`config.mk`:
```
export PLATFORM = sky130hd
export DESIGN_NAME = serial_adder16
export DESIGN_NICKNAME = d
export VERILOG_FILES = /design/src/rtl/serial_adder16.sv
export SDC_FILE = /design/constraint.sdc
export NUM_CORES = 1
export LEC_CHECK = 0
export ABC_AREA = 1
export BUFFER_PORTS_ARGS = -buffer_cell sky130_fd_sc_hd__buf_2
export CAP_MARGIN = 30
export CORE_UTILIZATION = 58
export DETAILED_ROUTE_END_ITERATION = 10
export GPL_ROUTABILITY_DRIVEN = 0
export GPL_TIMING_DRIVEN = 0
export PLACE_DENSITY = 0.82
export SLEW_MARGIN = 10
export SYNTH_ARGS = -nofsm -noshare
export SYNTH_HDL_FRONTEND = slang
export SYNTH_HIERARCHICAL = 1
export SYNTH_SLANG_ARGS = --single-unit
```
`constraint.sdc`:
```
create_clock -name clk -period 3.4 [get_ports clk]
set_input_delay 0.51 -clock clk [delete_from_list [all_inputs] [get_ports clk]]
set_output_delay 0.51 -clock clk [all_outputs]
set_load 0.05 [all_outputs]
```
`src/rtl/serial_adder16.sv`:
```
// Nibble-serial adder sequencer: drives one 4-bit ripple cell for WIDTH/4 cycles, LSB nibble first.
// Trades latency for area; accepts operands and returns the result over valid/ready handshakes.

module fulladder4 (
    input  logic [3:0] A,
    input  logic [3:0] B,
    input  logic       CI,
    output logic [3:0] SUM,
    output logic       CO
);

    assign {CO, SUM} = {1'b0, A} + {1'b0, B} + {4'b0000, CI};

endmodule

module serial_adder16 #(
    parameter int unsigned WIDTH = 16
) (
    input  logic             clk,
    input  logic             rst_n,
    input  logic             in_valid,
    output logic             in_ready,
    input  logic [WIDTH-1:0] a,
    input  logic [WIDTH-1:0] b,
    input  logic             cin,
    output logic             out_valid,
    input  logic             out_ready,
    output logic [WIDTH-1:0] sum,
    output logic             cout,
    output logic             ovf,
    output logic             busy
);

    localparam int unsigned NIB  = WIDTH / 4;
    localparam int unsigned CNTW = $clog2(NIB);

    typedef enum logic [1:0] {StIdle, StRun, StDone} state_t;

    state_t           state, state_next;
    logic [WIDTH-1:0] a_sh, b_sh, sum_q;
    logic             carry_q, a_msb, b_msb;
    logic [CNTW-1:0]  cnt;
    logic [3:0]       nib_sum;
    logic             nib_co;
    logic             last_nib;

    fulladder4 u_fa (
        .A   (a_sh[3:0]),
        .B   (b_sh[3:0]),
        .CI  (carry_q),
        .SUM (nib_sum),
        .CO  (nib_co)
    );

    assign last_nib = (cnt == CNTW'(NIB - 1));

    always_ff @(posedge clk or negedge rst_n) begin
        if (!rst_n) begin
            state <= StIdle;
        end else begin
            state <= state_next;
        end
    end

    always_comb begin
        state_next = state;
        unique case (state)
            StIdle:  if (in_valid)  state_next = StRun;
            StRun:   if (last_nib)  state_next = StDone;
            StDone:  if (out_ready) state_next = StIdle;
            default: state_next = StIdle;
        endcase
    end

    always_ff @(posedge clk or negedge rst_n) begin
        if (!rst_n) begin
            a_sh    <= '0;
            b_sh    <= '0;
            sum_q   <= '0;
            carry_q <= 1'b0;
            a_msb   <= 1'b0;
            b_msb   <= 1'b0;
            cnt     <= '0;
        end else begin
            case (state)
                StIdle: begin
                    if (in_valid) begin
                        a_sh    <= a;
                        b_sh    <= b;
                        carry_q <= cin;
                        a_msb   <= a[WIDTH-1];
                        b_msb   <= b[WIDTH-1];
                        cnt     <= '0;
                        sum_q   <= '0;
                    end
                end
                StRun: begin
                    // Each new nibble enters at the top; after NIB shifts nibble 0 sits at the bottom.
                    sum_q   <= {nib_sum, sum_q[WIDTH-1:4]};
                    carry_q <= nib_co;
                    a_sh    <= a_sh >> 4;
                    b_sh    <= b_sh >> 4;
                    cnt     <= cnt + 1'b1;
                end
                default: ;
            endcase
        end
    end

    assign in_ready  = (state == StIdle);
    assign out_valid = (state == StDone);
    assign busy      = (state == StRun);
    assign sum       = sum_q;
    assign cout      = carry_q;
    assign ovf       = (a_msb == b_msb) && (sum_q[WIDTH-1] != a_msb);

endmodule

```
== Yosys cells after proc, flatten, opt, wreduce, memory -nomap -nowiden ==
Index checks and enable logic that the tools add are counted.

* ROM bits: 0
* Register bits: 55
* Output and inout port bits: 21
* Memory bits (writable): 0
* Latch bits: 0
* Memories kept: 0
* Logic and storage cells: 39

* Add/subtract/negate cells: 3
* Reduce and logical (&&, ||, !) cells: 6
* Equal/unequal tests: 8
* Multiplexer cells: 14
* Shift-type cells: 0
* Bitwise gates (word level): 0
* $lt $le $gt $ge: 0
* Divide/modulo/power cells: 0
* Multipliers: 0

{| class="wikitable"
|+ Operators by type and width
! cell !! number
|-
| $pmux 16 s2 || 3
|-
| $mux 16 || 3
|-
| $mux 2 || 4
|-
| $pmux 2 s3 || 1
|-
| $add 4x4->5 || 1
|-
| $add 5x1->5 || 1
|-
| $eq 2x2->1 const B || 2
|-
| $ne 2x1->1 const B || 2
|-
| $pmux 2 s2 || 1
|-
| $reduce_and 2->1 || 2
|-
| $reduce_and 3->1 || 1
|-
| $add 2x1->2 const B || 1
|-
| $eq 2x1->1 const B || 1
|-
| $logic_not 2->1 || 1
|-
| $ne 2x2->1 const B || 1
|-
| $pmux 1 s2 || 1
|-
| $reduce_bool 2->1 || 1
|-
| $eq 1x1->1 || 1
|-
| $logic_and 1x1->1 || 1
|-
| $mux 1 || 1
|-
| $ne 1x1->1 || 1
|}

== Longest topological paths before layout ==
* Depth after elaboration: 3
* Depth in mapped cells: 8

== Hierarchy ==
The synthesis kept the hierarchy.

{| class="wikitable"
|+ By module, submodules not included
! module !! times used !! cells an instance !! area an instance (um^2) !! sequential area each (um^2)
|-
| serial_adder16 || 1 || 320 || 2462.4 || 1376.3
|-
| fulladder4 || 1 || 25 || 165.2 || 0.0
|}

== Worst setup path before layout ==
OpenSTA, ideal clock, no wires.

* Path kind: register to output
* From: register sum_q[15] (netlist: sum[15])
* To: output ovf
* Setup slack: 1.245 ns
* Arrival: 1.645 ns
* Path buffers: 0
* Data required time: 2.890 ns
* Cell stages (with the launch flop): 5
* Path through: dfrtp_1 > inv_1 > nor2_1 > nor2_1 > a21oi_1

* Word-level cells in the longest chain between the ends: 2

{| class="wikitable"
|+ RTL lines
! element !! line !! text
|-
| from (decl) || 40 || <nowiki>logic [WIDTH-1:0] a_sh, b_sh, sum_q;</nowiki>
|-
| from (signal assigned) || 99 || <nowiki>sum_q <= {nib_sum, sum_q[WIDTH-1:4]};</nowiki>
|-
| $ne 1x1->1 || 115 || <nowiki>assign ovf = (a_msb == b_msb) && (sum_q[WIDTH-1] != a_msb);</nowiki>
|-
| $logic_and 1x1->1 || 115 ||
|-
| to (decl) || 30 || <nowiki>output logic ovf,</nowiki>
|}

No other way between the ends.

== Worst setup path after layout ==
* From: register state[1]
* To: output busy

* Word-level cells in the longest chain between the ends: 1

{| class="wikitable"
|+ RTL lines
! element !! line !! text
|-
| from (decl) || 39 || <nowiki>state_t state, state_next;</nowiki>
|-
| from (signal assigned) || 59 || <nowiki>state <= StIdle;</nowiki>
|-
| from (signal assigned) || 61 || <nowiki>state <= state_next;</nowiki>
|-
| $eq 2x1->1 || 112 || <nowiki>assign busy = (state == StRun);</nowiki>
|-
| to (decl) || 31 || <nowiki>output logic busy</nowiki>
|}

No other way between the ends.

==> results.json <==
{
  "status": "finished clean",
  "rr_worst_depth": 6,
  "cp-startpoint": "state[1]",
  "netlist_instances": 345,
  "tightestPinTransition_ns": 0.570,
  "clk_latency_ns": 0.31,
  "clock-root-buffer": "sky130_fd_sc_hd__clkbuf_8",
  "worst_hold_path_type": "in -> async",
  "crit_chain": "inv_1, nand2_1, clkinv_1, clkbuf_1, buf_2",
  "gr-usage-all-layers_pct": 26.6,
  "worstPathMaxFanout": 10,
  "leakage_power_figure_nw": 1.85,
  "routed-via-count": 2384,
  "post_synth_num_cell_types": 19,
  "firstDrtPassIters": 4,
  "rsz_0062_raised_after_global_routing": "no",
  "synthAdderAreaFrac_pct": 3.43,
  "max_cap_viol_count": 0,
  "area_growth_syn_to_layout_pct": 18.4,
  "num_antenna_cells": 0,
  "synth_sequential_area_ratio_pct": 52.4,
  "most-common-layout-cells": "200 x sky130_fd_sc_hd__nand2_1, 71 x sky130_fd_sc_hd__buf_2, 55 x sky130_fd_sc_hd__dfrtp_1",
  "critical_path_depth": 5,
  "grt_pass1_wl_um": 10200,
  "route.detailed.wl_per_inst_um": 12.5,
  "critical_path.max_stage_delay_ns": 0.41,
  "dieArea_um2": 4800,
  "cts_hold_repair.buffers": 0,
  "mostFrequentLayoutCell": "sky130_fd_sc_hd__nand2_1",
  "detailedPlace.worstSlack_ns": 1.50,
  "finalNetCount": 452,
  "yosys_warnings": 6,
  "dp_hpwl_um": 4060,
  "clock_sink_count": 55,
  "worst_setup_path_end_kind": "output port",
  "die_height_um": 69.3,
  "final_hold_violations": 0,
  "critPathBufInv": 4,
  "numPortBuffers": 56,
  "muxShareOfSynthArea_pct": 0,
  "syn_avg_cell_area_um2": 7.62,
  "die-width_um": 69.3,
  "route.antenna.remaining_nets": 0,
  "tritoncts_clock_tree": "yes",
  "post_cts_setup_buffer_count": 0,
  "drc_errors": 0,
  "top_level_ports": 58,
  "power.density_cell_area_nw_per_um2": 1090,
  "report.final.setup_viol": 0,
  "timing.fmax_ghz": 0.449,
  "first_iter_violations": 125,
  "layout-drive-gt1-share_pct": 20.7,
  "timing.critical_path.slowest_stage_cell": "sky130_fd_sc_hd__dfrtp_1",
  "ys_seq_elements": 55,
  "final.setup.tns_ns": 0,
  "critPathLaunchType": "flip-flop",
  "clock_pin_slew_reported_for_the_worst_setup_and_hold_paths_after_clock_tree_synthesis_ns": 0.09,
  "synth_top_family_by_area": "simple AND/OR/NAND/NOR gates",
  "grt_max_degree": 32,
  "post_synthesis_cell_area_um2": 2630,
  "vdd_drop_max_mv": 0.517,
  "fp-row-count": 24,
  "cp_data_required_time_ns": 2.89,
  "cp_top_family": "buffers and inverters",
  "synth_simple_gate_area_share_pct": 35.9,
  "post-route-worst-setup-slack_ns": 1.17,
  "timing.final.max_slew_violations": 0,
  "fin_total_pwr_mw": 3.38,
  "floorplan.core_area_um2": 4350,
  "netlist.top_cell.by_area": "sky130_fd_sc_hd__dfrtp_1",
  "layout.filler_cells": 355,
  "cp.arrival_ns": 1.72,
  "critical_path_class": "reg -> out",
  "worst_hold_slack_ns": 0.179,
  "synth_compound_gate_area_share_pct": 2.71,
  "numCtsBuffers": 5,
  "period_needed_ns": 2.23,
  "initial_core_util_pct": 60.3,
  "grt_antenna_before_repair": 0,
  "synth_fp_nets": 388,
  "totalWireLength_um": 5770,
  "routed_via_density": 5.16,
  "skew_ns": 0.00442,
  "ys_top_cells_by_area": "sky130_fd_sc_hd__dfrtp_1 52%, sky130_fd_sc_hd__nand2_1 29%, sky130_fd_sc_hd__nand3_1 6.5%, sky130_fd_sc_hd__buf_2 2.9%, sky130_fd_sc_hd__ha_1 1.9%",
  "post_synth_top_area_share_pct": 52.4,
  "maxSlewHeadroom_pct": 62.0,
  "cts-htree-levels": 2,
  "grt_overflow": 0,
  "worst_r2r_startpoint": "a_sh[0]",
  "vias_in_the_first_global_route": 2393,
  "final_critical_path_share_of_the_clock_period_pct": 65.5,
  "synthXorXnorAreaFrac_pct": 0.333,
  "cts.path.max_buffers": 2,
  "ctsResizeCount": 0
}
-- metal layers --
| layer | part of all wire, % | wire (µm) | GRT usage, % |
|---|---|---|---|
| met1 | 43 | 2470 | 33.4 |
| met4 | 2.5 | 146 | 10.2 |
| met5 | 0 | 0 | 0 |
| met2 | 49 | 2810 | 45.7 |
| met3 | 6.2 | 355 | 4.94 |
-- cells in the mapped netlist, drive strengths merged --
master	instances
nand2	200
dfrtp	55
nand3	34
buf	16
inv	12
o21ai	9
nor2	5
ha	4
a21oi	3
clkbuf	2
fa	2
clkinv	1
o31ai	1
xnor2	1
-- final timing paths --
path	to	slack [ns]
hold / removal	sum[0]	0.18
max in group asynchronous	a_sh[10]	2.67
hold reg to reg	sum[1]	0.48
setup / recovery	busy	1.17
setup reg to reg	sum[13]	1.76
min in group clk	state[1]	0.37
-- registers in the layout (all words and copies together), names as in the netlist --
| name | cells |
|---|---|
| a_msb | 1 |
| a_sh | 16 |
| b_msb | 1 |
| b_sh | 16 |
| cnt | 2 |
| cout | 1 |
| state | 2 |
| sum | 16 |
-- report_power, final --
group	total, mW	internal [mW]	switching (mW)
clock network	0.451	0.239	0.212
logic	1.81	0.528	1.29
registers	1.11	0.941	0.173
-- final cells by class --
cell class / instances / area (µm²) / share of cell area (%)
clock inverters: 2 / 35.0 / 1.13
multi-input cells: 259 / 1110 / 35.8
inverters: 13 / 48.8 / 1.57
plain buffers: 18 / 90.1 / 2.90
flip-flops and latches: 55 / 1380 / 44.2
repair buffers: 57 / 300 / 9.65
clock buffers: 6 / 82.6 / 2.65
well taps: 52 / 65.1 / 2.09
-- per-stage QoR --
| stage | cells | instance area [µm²] | util, % |
|---|---|---|---|
| 2_1_floorplan | 345 | 2630 | - |
| 3_3_place_gp | 453 | 2970 | 68.3 |
| 3_5_place_dp | 454 | 2990 | 68.7 |
| 4_1_cts | 462 | 3110 | 71.4 |
| 5_1_grt | 462 | 3110 | 71.4 |
| 6_report | 462 | 3110 | 71.4 |
-- cells by family after synthesis --
family                   Yosys count
flip-flops                        55
AND/OR/NAND/NOR                  239
AO/OA/AOI/OAI                     13
XOR/XNOR                           1
buffers and inverters             31
adder cells (fa/ha/maj)            6
Note: power is estimated with default switching activity, not from simulation.
